--- src/rtl/instruction_encoder.sv ---
// Instruction encoder: accepts instruction fields over a valid/ready handshake, packs them into
// 16-bit words and writes them sequentially to instruction memory. Optional macro ENC_ILLEGAL_CHECK_EN.
module instruction_encoder #(
  parameter int ADDR_W = 8
) (
  input  logic              clk,
  input  logic              rst_n,
  input  logic              start,
  input  logic [ADDR_W-1:0] base_addr,
  input  logic              in_valid,
  output logic              in_ready,
  input  logic [3:0]        opcode,
  input  logic [1:0]        rs_addr,
  input  logic [1:0]        rt_addr,
  input  logic [1:0]        rd_addr,
  input  logic [7:0]        immediate,
  input  logic              last,
  output logic              imem_we,
  output logic [ADDR_W-1:0] imem_addr,
  output logic [15:0]       imem_wdata,
  output logic              busy,
  output logic              done,
  output logic [ADDR_W:0]   count,
  output logic              err
);

  typedef enum logic [1:0] {IDLE, ACCEPT, WRITE, DONE} state_t;

  state_t            state, state_nxt;
  logic [ADDR_W-1:0] addr_q;
  logic [ADDR_W:0]   count_q;
  logic              err_q;
  logic [15:0]       word_p1;
  logic              last_p1;
  logic              xfer;
  logic              illegal;

  function automatic logic [15:0] encode(input logic [3:0] op, input logic [1:0] rs,
                                         input logic [1:0] rt, input logic [1:0] rd,
                                         input logic [7:0] imm);
    logic [15:0] w;
    case (op)
      4'b0010, 4'b0100, 4'b0101, 4'b0111: w = {op, rs, rt, rd, 6'b0};
      4'b1101:                            w = {op, 2'b00, rd, 8'h00};
      default:                            w = {op, rs, rt, imm};
    endcase
    return w;
  endfunction

  assign xfer = in_valid && (state == ACCEPT);

`ifdef ENC_ILLEGAL_CHECK_EN
  assign illegal = (opcode[3:1] == 3'b111);
`else
  assign illegal = 1'b0;
`endif

  always_ff @(posedge clk or negedge rst_n) begin
    if (!rst_n) state <= IDLE;
    else        state <= state_nxt;
  end

  always_comb begin
    state_nxt = state;
    case (state)
      IDLE:   if (start) state_nxt = ACCEPT;
      ACCEPT: if (xfer) begin
        if (illegal) state_nxt = last ? DONE : ACCEPT;
        else         state_nxt = WRITE;
      end
      WRITE:  state_nxt = (last_p1 || (&addr_q)) ? DONE : ACCEPT;
      DONE:   state_nxt = IDLE;
      default: state_nxt = IDLE;
    endcase
  end

  // p1: encoded word captured on the handshake, written out in WRITE
  always_ff @(posedge clk or negedge rst_n) begin
    if (!rst_n) begin
      word_p1 <= '0;
      last_p1 <= 1'b0;
    end else if (xfer && !illegal) begin
      word_p1 <= encode(opcode, rs_addr, rt_addr, rd_addr, immediate);
      last_p1 <= last;
    end
  end

  always_ff @(posedge clk or negedge rst_n) begin
    if (!rst_n) begin
      addr_q  <= '0;
      count_q <= '0;
      err_q   <= 1'b0;
    end else begin
      case (state)
        IDLE: if (start) begin
          addr_q  <= base_addr;
          count_q <= '0;
          err_q   <= 1'b0;
        end
        ACCEPT: if (xfer && illegal) err_q <= 1'b1;
        WRITE: begin
          addr_q  <= addr_q + 1'b1;
          count_q <= count_q + 1'b1;
          // running off the top of memory without a last marker ends the program in error
          if (!last_p1 && (&addr_q)) err_q <= 1'b1;
        end
        default: ;
      endcase
    end
  end

  always_comb begin
    in_ready   = (state == ACCEPT);
    imem_we    = (state == WRITE);
    busy       = (state != IDLE);
    done       = (state == DONE);
    imem_addr  = addr_q;
    imem_wdata = word_p1;
    count      = count_q;
    err        = err_q;
  end

endmodule

--- config.mk ---
export PLATFORM = sky130hd
export DESIGN_NAME = instruction_encoder
export DESIGN_NICKNAME = d
export VERILOG_FILES = /design/src/rtl/instruction_encoder.sv
export SDC_FILE = /design/constraint.sdc
export NUM_CORES = 1
export LEC_CHECK = 0
export ABC_AREA = 1
export ABC_CLOCK_PERIOD_IN_PS = 3850
export CORE_MARGIN = 5
export CORE_UTILIZATION = 35
export DETAILED_ROUTE_END_ITERATION = 6
export PLACE_DENSITY_LB_ADDON = 0.15
export SLEW_MARGIN = 20
export SYNTH_ARGS = -nofsm -noshare
export SYNTH_HDL_FRONTEND = slang
export SYNTH_SLANG_ARGS = --single-unit
export TNS_END_PERCENT = 100
--- constraint.sdc ---
create_clock -name clk -period 3.85 [get_ports clk]
set_input_delay 0.385 -clock clk [delete_from_list [all_inputs] [get_ports clk]]
set_output_delay 0.385 -clock clk [all_outputs]
set_load 0.02 [all_outputs]
Word level (Yosys, flattened, before mapping)
Index checks and enable logic that the tools add are counted.
{"block": "totals", "register_bits": 37, "in_bits": 31, "output_inout_bits": 38, "word_cells": 43}
{"block": "classes", "add_sub_neg": 2, "n_eq_ne": 11, "n_mux": 12, "n_reduce_logical": 12}
{"operator": "$pmux W12 S2", "count": 1}
{"operator": "$pmux W9 S2", "count": 1}
{"operator": "$pmux W8 S2", "count": 1}
{"operator": "$eq A4 B3 Y1 const B", "count": 3}
{"operator": "$add A9 B1 Y9 const B", "count": 1}
{"operator": "$mux W9", "count": 1}
{"operator": "$add A8 B1 Y8 const B", "count": 1}
{"operator": "$mux W8", "count": 1}
{"operator": "$pmux W2 S4", "count": 1}
{"operator": "$reduce_and A8 Y1", "count": 1}
{"operator": "$mux W2", "count": 3}
{"operator": "$eq A2 B2 Y1 const B", "count": 2}
{"operator": "$eq A4 B2 Y1 const B", "count": 1}
{"operator": "$eq A4 B4 Y1 const B", "count": 1}
{"operator": "$ne A2 B1 Y1 const B", "count": 2}
{"operator": "$reduce_and A2 Y1", "count": 2}
{"operator": "$reduce_bool A2 Y1", "count": 2}
{"operator": "$reduce_or A4 Y1", "count": 1}
{"operator": "$reduce_and A3 Y1", "count": 1}
{"operator": "$eq A2 B1 Y1 const B", "count": 1}
{"operator": "$logic_and A1 B1 Y1", "count": 2}
{"operator": "$logic_not A2 Y1", "count": 1}
{"operator": "$mux W1", "count": 2}
{"operator": "$ne A2 B2 Y1 const B", "count": 1}
{"operator": "other kinds (3)", "count": 3}

Longest topological paths before layout
Gate-level depths: netlist (run 1).
{"block": "depth", "depth_word": 4, "ltp_mapped": 9, "ltp_nobuf": 9}

Worst setup path after synthesis (run 1)
No wires, ideal clock.
{"block": "synth_timing", "path_kind": "register to register", "start": "register count_q[0], in the netlist count[0]", "end": "register count_q[6], in the netlist count[6]", "setup_time_ps": 113, "arrival_ps": 1288, "required_time_ps": 3737, "path_slack_ps": 2449, "path_stages_with_launch": 9, "n_path_buf": 0, "synth_period_minus_slack_ps": 1401, "path_cell_list": "dfrtp_1 ha_1 nand2_1 inv_1 nand3_1 nor2_1 nand3_1 nand2_1 inv_1"}
{"block": "synth_between", "elab_chain_cells": 2}
{"item": "from (decl)", "line_no": "31", "rtl": "logic [ADDR_W:0] count_q;"}
{"item": "from (signal assigned)", "line_no": "103", "rtl": "count_q <= count_q + 1'b1;"}
{"item": "$add A9 B1 Y9", "line_no": "103"}
{"item": "$pmux W9 S2", "line_no": "94", "rtl": "case (state)"}
Every way passes these cells.
A chain may end at the register's enable or synchronous reset.

Final worst setup path (run 1)
{"block": "layout_timing", "start": "register state[0]", "end": "output imem_we"}
{"block": "layout_between", "elab_chain_cells": 1}
{"item": "from (decl)", "line_no": "29", "rtl": "state_t state, state_nxt;"}
{"item": "from (signal assigned)", "line_no": "60", "rtl": "else state <= state_nxt;"}
{"item": "$eq A2 B2 Y1", "line_no": "114", "rtl": "imem_we = (state == WRITE);"}
{"item": "to (decl)", "line_no": "18", "rtl": "output logic imem_we,"}
Every way passes these cells.

==> results.cfg, run 1 <==
[timing]
rsz0062_at_grt = false
timing_hold_violations_final = 0
finalClockSkew_ns = 0.00437
fmax_ghz = 0.468
tns_ns = 0
fin_crit_ns = 2.14
worst_pin_slew_ns = 0.810
slew_viol_final = 0
period_share_pct = 55.5
finalSetupViolations = 0
slew_headroom_pct = 46.0

[grt]
grt_antenna_before_repair = 0
grt_overflow_total = 0
grt_usage_pct = 14.2
grt_pass1_vias = 1728
grt_max_degree = 38
grt_pass1_wl_mm = 8.01

[power]
pwr-share-comb_pct = 47.1
vdd_drop_max_mv = 0.305
p_int_uw = 1190
p_clk_share_pct = 20.1
p_leak_uw = 0.00130
sw_frac_of_total_pct = 40.5
pwr-share-seq_pct = 32.8
p_switching_uw = 810
powerDensity_nw_per_um2 = 730

[cts]
cts_resized = 0
numCtsBuffers = 5
post-cts-setup-buffers = 0
htree_levels = 2
cts.sinks = 37
hold_buffers = 0
cts_max_path_buffers = 2
cts_tree = done
insertion_delay_ns = 0.29
ctsRootBufferMaster = clkbuf_8
clkSlewWorstSetupHoldPaths_ns = 0.08

[finish]
final_layout_size_suffix_gt1_share_pct = 7.10
fin_cells = 380
area_growth_pct = 43.9
layout.nets = 342
antenna_cells = 0
fill_cells = 523

[worst_setup_path]
rr_endpoint = imem_addr[3]$_DFFE_PN0P_
r2r-start = state[1]$_DFFE_PN0P_
rr_worst_depth = 4
cp.required_ns = 3.46
end_kind = primary output
reg2reg_slack_ns = 2.26
cp_max_fo = 19
critPathArrivalTime_ns = 1.75
critPathKind = flop to primary output
startpoint_type = flop

[placed_design]
gp_congestion = 0.815
io_buffers = 68
hpwl_mm = 3.58
dpl.cell_count = 372

[route]
via_count = 1778
firstDrtPassIters = 4
post_drt_wl_per_cell_um = 12.8
ant_nets = 0
via_per_inst = 4.68
drc = 0
drt_iter0_markers = 102
wl_mm = 4.88

[floorplan]
start_util_pct = 36.6
fp.dieArea_um2 = 7020
ioPinCount = 69
num_rows = 26
coreArea_um2 = 5200
die_h_um = 83.8
die_w_um = 83.8

[synth]
ys_ff_latch = 37
synth.avg_cell_area_um2 = 7.97
yosysTopAreaCellShare_pct = 48.6
netlist.top_cell.by_area = dfrtp_1
syn_nets = 272
ys_types = 28
netlist_area_um2 = 1900
syn_inst = 239
ys_seq_area_share_pct = 48.6
netlist_top_cells_area = dfrtp_1, nand2_1, inv_1
ys_warn_count = 0

[min_path]
hold_path.class = input pin to async pin

[status]
outcome = finished, final reports clean

[flow_run]
cap_viol_max_count = 0
[registers in the layout, summed over array words and instances, names as in the netlist]
signal,flops
count,9
last_p1,1
state,2
imem_addr,8
err,1
imem_wdata,16
[worst max-delay path, stage by stage (launching register included)]
cell and delay [ns]:
dfrtp_1 0.40, inv_1 0.14, nand2_4 0.13, inv_8 0.16
clkdlybuf4s50_1 0.62
[cells in the mapped netlist]
cell      number
inv_2          2
inv_8          1
a21oi_1        5
a22o_1         1
nand3_1       17
o31ai_1        2
buf_12         1
buf_6          3
o21ai_1       14
nand2_2        3
o22ai_1        1
inv_4          1
ha_1           2
a211oi_1       1
o21ai_2        2
nand4_1        4
o21ai_0       15
buf_4          1
nor3_1         1
nand2_1       74
dfrtp_1       37
xor2_1         2
inv_1         26
a21oi_2        1
nor2_4         1
nor2_1        19
o211ai_2       1
nand2_4        1
[per-stage QoR]
stage	total power (µW)	utilization (%)	area (µm²)	hold WS [ns]	setup WS, ns
after global placement	1600	50.1	2610	0.466	1.97
after CTS	2020	52.6	2740	0.204	1.68
after floorplan	1210	-	1900	0.0894	2.45
after global routing	2140	52.6	2740	0.252	1.62
after detailed placement	1610	50.1	2610	0.468	1.94
final	2000	52.6	2740	0.179	1.71
[routing by layer]
layer / GRT usage, % / part of all wire [%]
met2: 22.7 / 46
met3: 5.23 / 8.1
met5: 0 / 0
met4: 4.82 / 1.4
met1: 17.6 / 45
[power groups by stage]
stage | combinational, µW | clock (µW) | sequential, µW
global placement | 938 | 0 | 658
CTS | 955 | 413 | 656
detailed placement | 950 | 0 | 660
finish | 941 | 402 | 656
floorplan | 425 | 0 | 789
global route | 1030 | 430 | 679
[worst max path at each step]
stage	cells after the start	end	from	slack [ns]
after floorplan	8	count[6]$_DFFE_PN0P_	count[0]$_DFFE_PN0P_	2.45
after global placement	6	imem_addr[6]$_DFFE_PN0P_	start	1.97
after detailed placement	6	imem_addr[6]$_DFFE_PN0P_	start	1.94
after CTS	4	imem_we	state[0]$_DFFE_PN0P_	1.68
after global routing	4	imem_we	state[0]$_DFFE_PN0P_	1.62
final	4	imem_we	state[0]$_DFFE_PN0P_	1.71
[logic make-up after synthesis]
logic type      share of synthesized area (%)
fa+ha+maj                                1.31
compound gates                           12.9
xor+xnor                                0.920
flops                                    48.6
buf+inv                                  9.66
simple gates                             26.5
[final cells by class]
| type | count | area (µm²) | share of cell area [%] |
|---|---|---|---|
| clock inverter | 3 | 65.1 | 2.37 |
| tap | 70 | 87.6 | 3.20 |
| clock buffer | 5 | 68.8 | 2.51 |
| sequential | 37 | 926 | 33.8 |
| inverter | 30 | 123 | 4.47 |
| timing repair buffer | 68 | 676 | 24.7 |
| multi-input combinational | 167 | 795 | 29.0 |
[layout by cell type, fill, tap and decap left out, types with 4 or more instances in the layout]
cell,count
nor2_1,19
clkdlybuf4s50_1,67
inv_1,26
a21oi_1,5
clkbuf_8,5
o21ai_0,15
dfrtp_1,37
nand2_1,74
nand4_1,4
o21ai_1,14
nand3_1,17
(Power assumes the default switching activity.)
==> inputs of run 2 (changes only) <==
- ABC_CLOCK_PERIOD_IN_PS: 3850 -> 1700
- clock period: 3.85 -> 1.7 ns (I/O delays scaled with it)
==> run 2 against run 1 <==
Clock power rose by 69%; core utilization rose by 0.14 points; global-route usage rose by 0.46 points; largest cell class unchanged; power rose by 110%; cell area rose by 0.27%.
==> results.cfg, run 2 (synthesis results as in run 1) <==
[status]
outcome = finished, final reports clean

[worst_setup_path]
critPathKind = flop to primary output
cp.required_ns = 1.53
critPathBufInv = 3
end_kind = primary output
critPathArrivalTime_ns = 1.37
critPathMaxStageDelay_ns = 0.41
startpoint_type = flop
cp_max_fo = 10
crit_slowest_cell = dfrtp_1
worstPathCellList = inv_1 > nand2_4 > inv_8 > dlygate4sd2_1
r2r-start = state[0]$_DFFE_PN0P_
crit_family = buffers and inverters
crit_start = state[0]$_DFFE_PN0P_

[timing]
finalClockSkew_ns = 0.00602
fmax_ghz = 0.650
period_share_pct = 90.5
worst_pin_slew_ns = 0.483
rsz0062_at_grt = false
slew_viol_final = 0
finalSetupViolations = 0
tns_ns = 0
slew_headroom_pct = 67.8
timing_hold_violations_final = 0
fin_crit_ns = 1.54

[finish]
final_common_cell = nand2_1
largest_reg_flops = 16
design_area_um2 = 2750
layout.nets = 347
final_layout_size_suffix_gt1_share_pct = 8.57
fin_cells = 385
fill_cells = 498
final_cell_mix = nand2_1, clkdlybuf4s50_1, dfrtp_1
area_growth_pct = 44.3
antenna_cells = 0

[cts]
cts_tree = done
insertion_delay_ns = 0.29
ctsRootBufferMaster = clkbuf_8
htree_levels = 2
numCtsBuffers = 5
post-cts-setup-buffers = 0
cts.sinks = 37
clkSlewWorstSetupHoldPaths_ns = 0.08
cts_max_path_buffers = 2

[grt]
grt_usage_pct = 14.6
grt_max_degree = 38
grt_overflow_total = 0
grt_pass1_wl_mm = 8.49
grt_pass1_vias = 1842
grt_antenna_before_repair = 0

[floorplan]
fp.dieArea_um2 = 7020
ioPinCount = 69
die_h_um = 83.8
die_w_um = 83.8
coreArea_um2 = 5200
start_util_pct = 36.6
num_rows = 26

[placed_design]
hpwl_mm = 3.50
gp_congestion = 0.759
dpl.cell_count = 376
io_buffers = 68
postPlaceCellArea_um2 = 2640

[min_path]
hold_start = last
hold_path.class = input pin to flop

[power]
vdd_drop_max_mv = 0.731
powerDensity_nw_per_um2 = 1560
p_leak_uw = 0.00134
total_power_uw = 4290

[route]
drc = 0
post_drt_wl_per_cell_um = 12.4
drt_iter0_markers = 119
ant_nets = 0
wl_mm = 4.77
firstDrtPassIters = 4
via_count = 1793
via_per_inst = 4.66

[flow_run]
cap_viol_max_count = 0
==> run 2: timing repair <==
item                       CTS  global route
hold endpoints to repair    37             0
hold buffers                 1             0
resized for setup            4             1
setup endpoints to repair    4             1
==> run 2: report_power, final <==
part,internal [µW],switching (µW)
sequential,1200,263
clock,367,312
combinational,919,1230
==> run 2: worst paths after layout <==
kind	to	slack [ns]	cells past startpoint
worst min register to register	imem_wdata[11]$_DFFE_PN0P_	0.48	2
worst min-delay path	last_p1$_DFFE_PN0P_	0.42	3
min in group asynchronous	count[3]$_DFFE_PN0P_	0.45	3
worst max register to register	count[7]$_DFFE_PN0P_	0.24	7
worst max-delay path	imem_we	0.16	4
max in group asynchronous	state[1]$_DFFE_PN0P_	0.88	3
==> run 2: final cells by class <==
class                           count  area, µm²  share of cell area (%)
Sequential cell                    37        927                    33.7
Multi-Input combinational cell    167        795                    28.9
Timing Repair Buffer               73        714                    26.0
Inverter                           30        123                    4.46
Clock buffer                        7       96.3                    3.51
Tap cell                           70       87.6                    3.19
Clock inverter                      1       5.00                   0.182
==> run 2: per-layer routing <==
metal	global-route usage, %	wire (µm)
met3	6.02	435
met1	17.8	2110
met2	23.4	2120
met4	4.82	97
met5	0	0
==> run 2: per-stage QoR <==
step / utilization, % / hold slack, ns / worst slack [ns]
floorplan: - / -0.126 / 0.299
global placement: 50.6 / 0.250 / 0.217
detailed placement: 50.6 / 0.254 / 0.192
CTS: 52.7 / 0.407 / 0.0490
global route: 52.8 / 0.434 / 0.0788
finish: 52.8 / 0.422 / 0.161
==> run 2: worst register-to-register path, cell delays in order, from the launching register on <==
cell	delay [ns]
dfrtp_1	0.41
inv_1	0.15
nand2_4	0.14
inv_8	0.07
buf_4	0.23
nand4_1	0.16
o21ai_1	0.16
inv_1	0.05
==> inputs of run 3 (changes only) <==
- ABC_CLOCK_PERIOD_IN_PS: 1700 -> 1350
- clock period: 1.7 -> 1.35 ns (I/O delays scaled with it)
==> run 3 against run 2 <==
First-iteration DRC count decreased by 57%; largest cell class unchanged; wire length increased by 5.4%; power increased by 27%; clock skew decreased by 0.0027 ns; highest routed layer unchanged; cell area increased by 5.1%; core utilization increased by 2.7 points; flip-flop and latch count unchanged; sequential share of layout area decreased by 1.6 points; critical path depth decreased by 2; die area unchanged.
==> results.cfg, run 3 (synthesis results as in run 1) <==
[cts]
cts.sinks = 37
cts_tree = done
htree_levels = 2
numCtsBuffers = 5
cts_max_path_buffers = 2
insertion_delay_ns = 0.29
ctsRootBufferMaster = clkbuf_8
clkSlewWorstSetupHoldPaths_ns = 0.07

[timing]
finalClockSkew_ns = 0.00336
worst_pin_slew_ns = 0.364
finalSetupViolations = 0
slew_viol_final = 0
fmax_ghz = 0.776
slew_headroom_pct = 75.7
fin_crit_ns = 1.29
setup_ws_ns = 0.0621
period_share_pct = 95.4
whs_ns = 0.289
timing_hold_violations_final = 0

[floorplan]
start_util_pct = 36.6
num_rows = 26
die_w_um = 83.8
fp.dieArea_um2 = 7020
die_h_um = 83.8
ioPinCount = 69
coreArea_um2 = 5200

[finish]
antenna_cells = 0
final_common_cell = nand2_1
fill_cells = 514
area_growth_pct = 51.6
layout.nets = 368
largest_reg_flops = 16
final_layout_size_suffix_gt1_share_pct = 17.6
final_cell_mix = nand2_1, dfrtp_1, dlygate4sd2_1

[power]
total_power_uw = 5460
vdd_drop_max_mv = 0.870
p_leak_uw = 0.00151
powerDensity_nw_per_um2 = 1890

[worst_setup_path]
critPathArrivalTime_ns = 1.15
cp_max_fo = 4
startpoint_type = flop
rr_endpoint = imem_wdata[2]$_DFFE_PN0P_
crit_slowest_cell = dfrtp_2
critPathBufInv = 2
reg2reg_slack_ns = 0.06
critPathMaxStageDelay_ns = 0.41
crit_family = buffers and inverters
worstPathCellList = buf_4 > dlygate4sd2_1
r2r-start = state[1]$_DFFE_PN0P_
rr_worst_depth = 8
cp.required_ns = 1.22
critPathKind = flop to primary output
end_kind = primary output

[route]
via_count = 1871
post_drt_wl_per_cell_um = 12.4
ant_nets = 0
firstDrtPassIters = 4
via_per_inst = 4.61
drt_iter0_markers = 51
drc = 0
wl_mm = 5.02

[grt]
grt_pass1_wl_mm = 7.91
grt_overflow_total = 0
grt_pass1_vias = 1701
grt_antenna_before_repair = 0
grt_max_degree = 25
grt_usage_pct = 13.7

[placed_design]
pre_cts_ws_ns = -0.0224
gp_congestion = 0.797
io_buffers = 68
hpwl_mm = 3.70

[min_path]
hold_path.class = input pin to async pin

[flow_run]
cap_viol_max_count = 0

[status]
outcome = finished, final reports clean
run 3: cell types whose count changed in the layout (fill, tap and decap cells not counted), moves of 3 or more:
cell / delta
clkdlybuf4s50_1: -34
dlygate4sd2_1: +31
buf_4: +16
o21ai_0: -5
o21ai_1: +5
buf_2: +3
run 3: per-layer routing:
| layer | vias up | GRT usage, % | wire length (µm) |
|---|---|---|---|
| met2 | 65 | 21.7 | 2370 |
| met1 | 840 | 17.4 | 2210 |
| met4 | 0 | 4.82 | 69 |
| li1 | 960 | - | - |
| met5 | - | 0 | 0 |
| met3 | 6 | 4.74 | 370 |
run 3: area by class of cell:
class / instances / area (µm²) / area share, %
clock buffer: 6 / 72.6 / 2.51
clock inverter: 2 / 10.0 / 0.347
inverter: 30 / 128 / 4.42
multi-input combinational: 167 / 823 / 28.5
sequential: 37 / 930 / 32.2
tap: 70 / 87.6 / 3.03
timing repair buffer: 92 / 825 / 28.6
timing repair inverter: 2 / 12.5 / 0.433
run 3: worst max-delay path by stage:
stage / from / end / slack, ns / cells past startpoint
6_report: count[0]$_DFFE_PN0P_ / count[0] / 0.06 / 2
4_1_cts: count[0]$_DFFE_PN0P_ / count[6]$_DFFE_PN0P_ / 0.02 / 8
2_1_floorplan: count[0]$_DFFE_PN0P_ / count[6]$_DFFE_PN0P_ / 0.02 / 8
5_1_grt: state[1]$_DFFE_PN0P_ / imem_wdata[4]$_DFFE_PN0P_ / -0.008 / 8
3_5_place_dp: opcode[2] / imem_wdata[1]$_DFFE_PN0P_ / -0.02 / 6
3_3_place_gp: state[1]$_DFFE_PN0P_ / in_ready / -0.01 / 4
run 3: power breakdown:
part | total, µW | switching, µW | internal, µW
combinational | 2910 | 1700 | 1210
clock | 749 | 391 | 358
sequential | 1800 | 289 | 1510
total | 5460 | 2380 | 3080
run 3: through the flow:
stage / setup TNS (ns) / instances / area [µm²] / util (%)
floorplan: 0 / 239 / 1910 / -
global placement: -0.0196 / 392 / 2760 / 53.0
detailed placement: -0.0564 / 392 / 2760 / 53.0
CTS: 0 / 401 / 2810 / 54.1
global route: -0.0154 / 406 / 2890 / 55.5
finish: 0 / 406 / 2890 / 55.5
run 3: repair_timing:
item / 4_1_cts / 5_1_grt
pin swaps: 0 / 3
buffers inserted: 0 / 3
endpoints found under the hold margin: 14 / 0
endpoints found under the setup margin: 38 / 12
hold buffers: 1 / 0
resized for setup: 47 / 21
cloned: 0 / 2
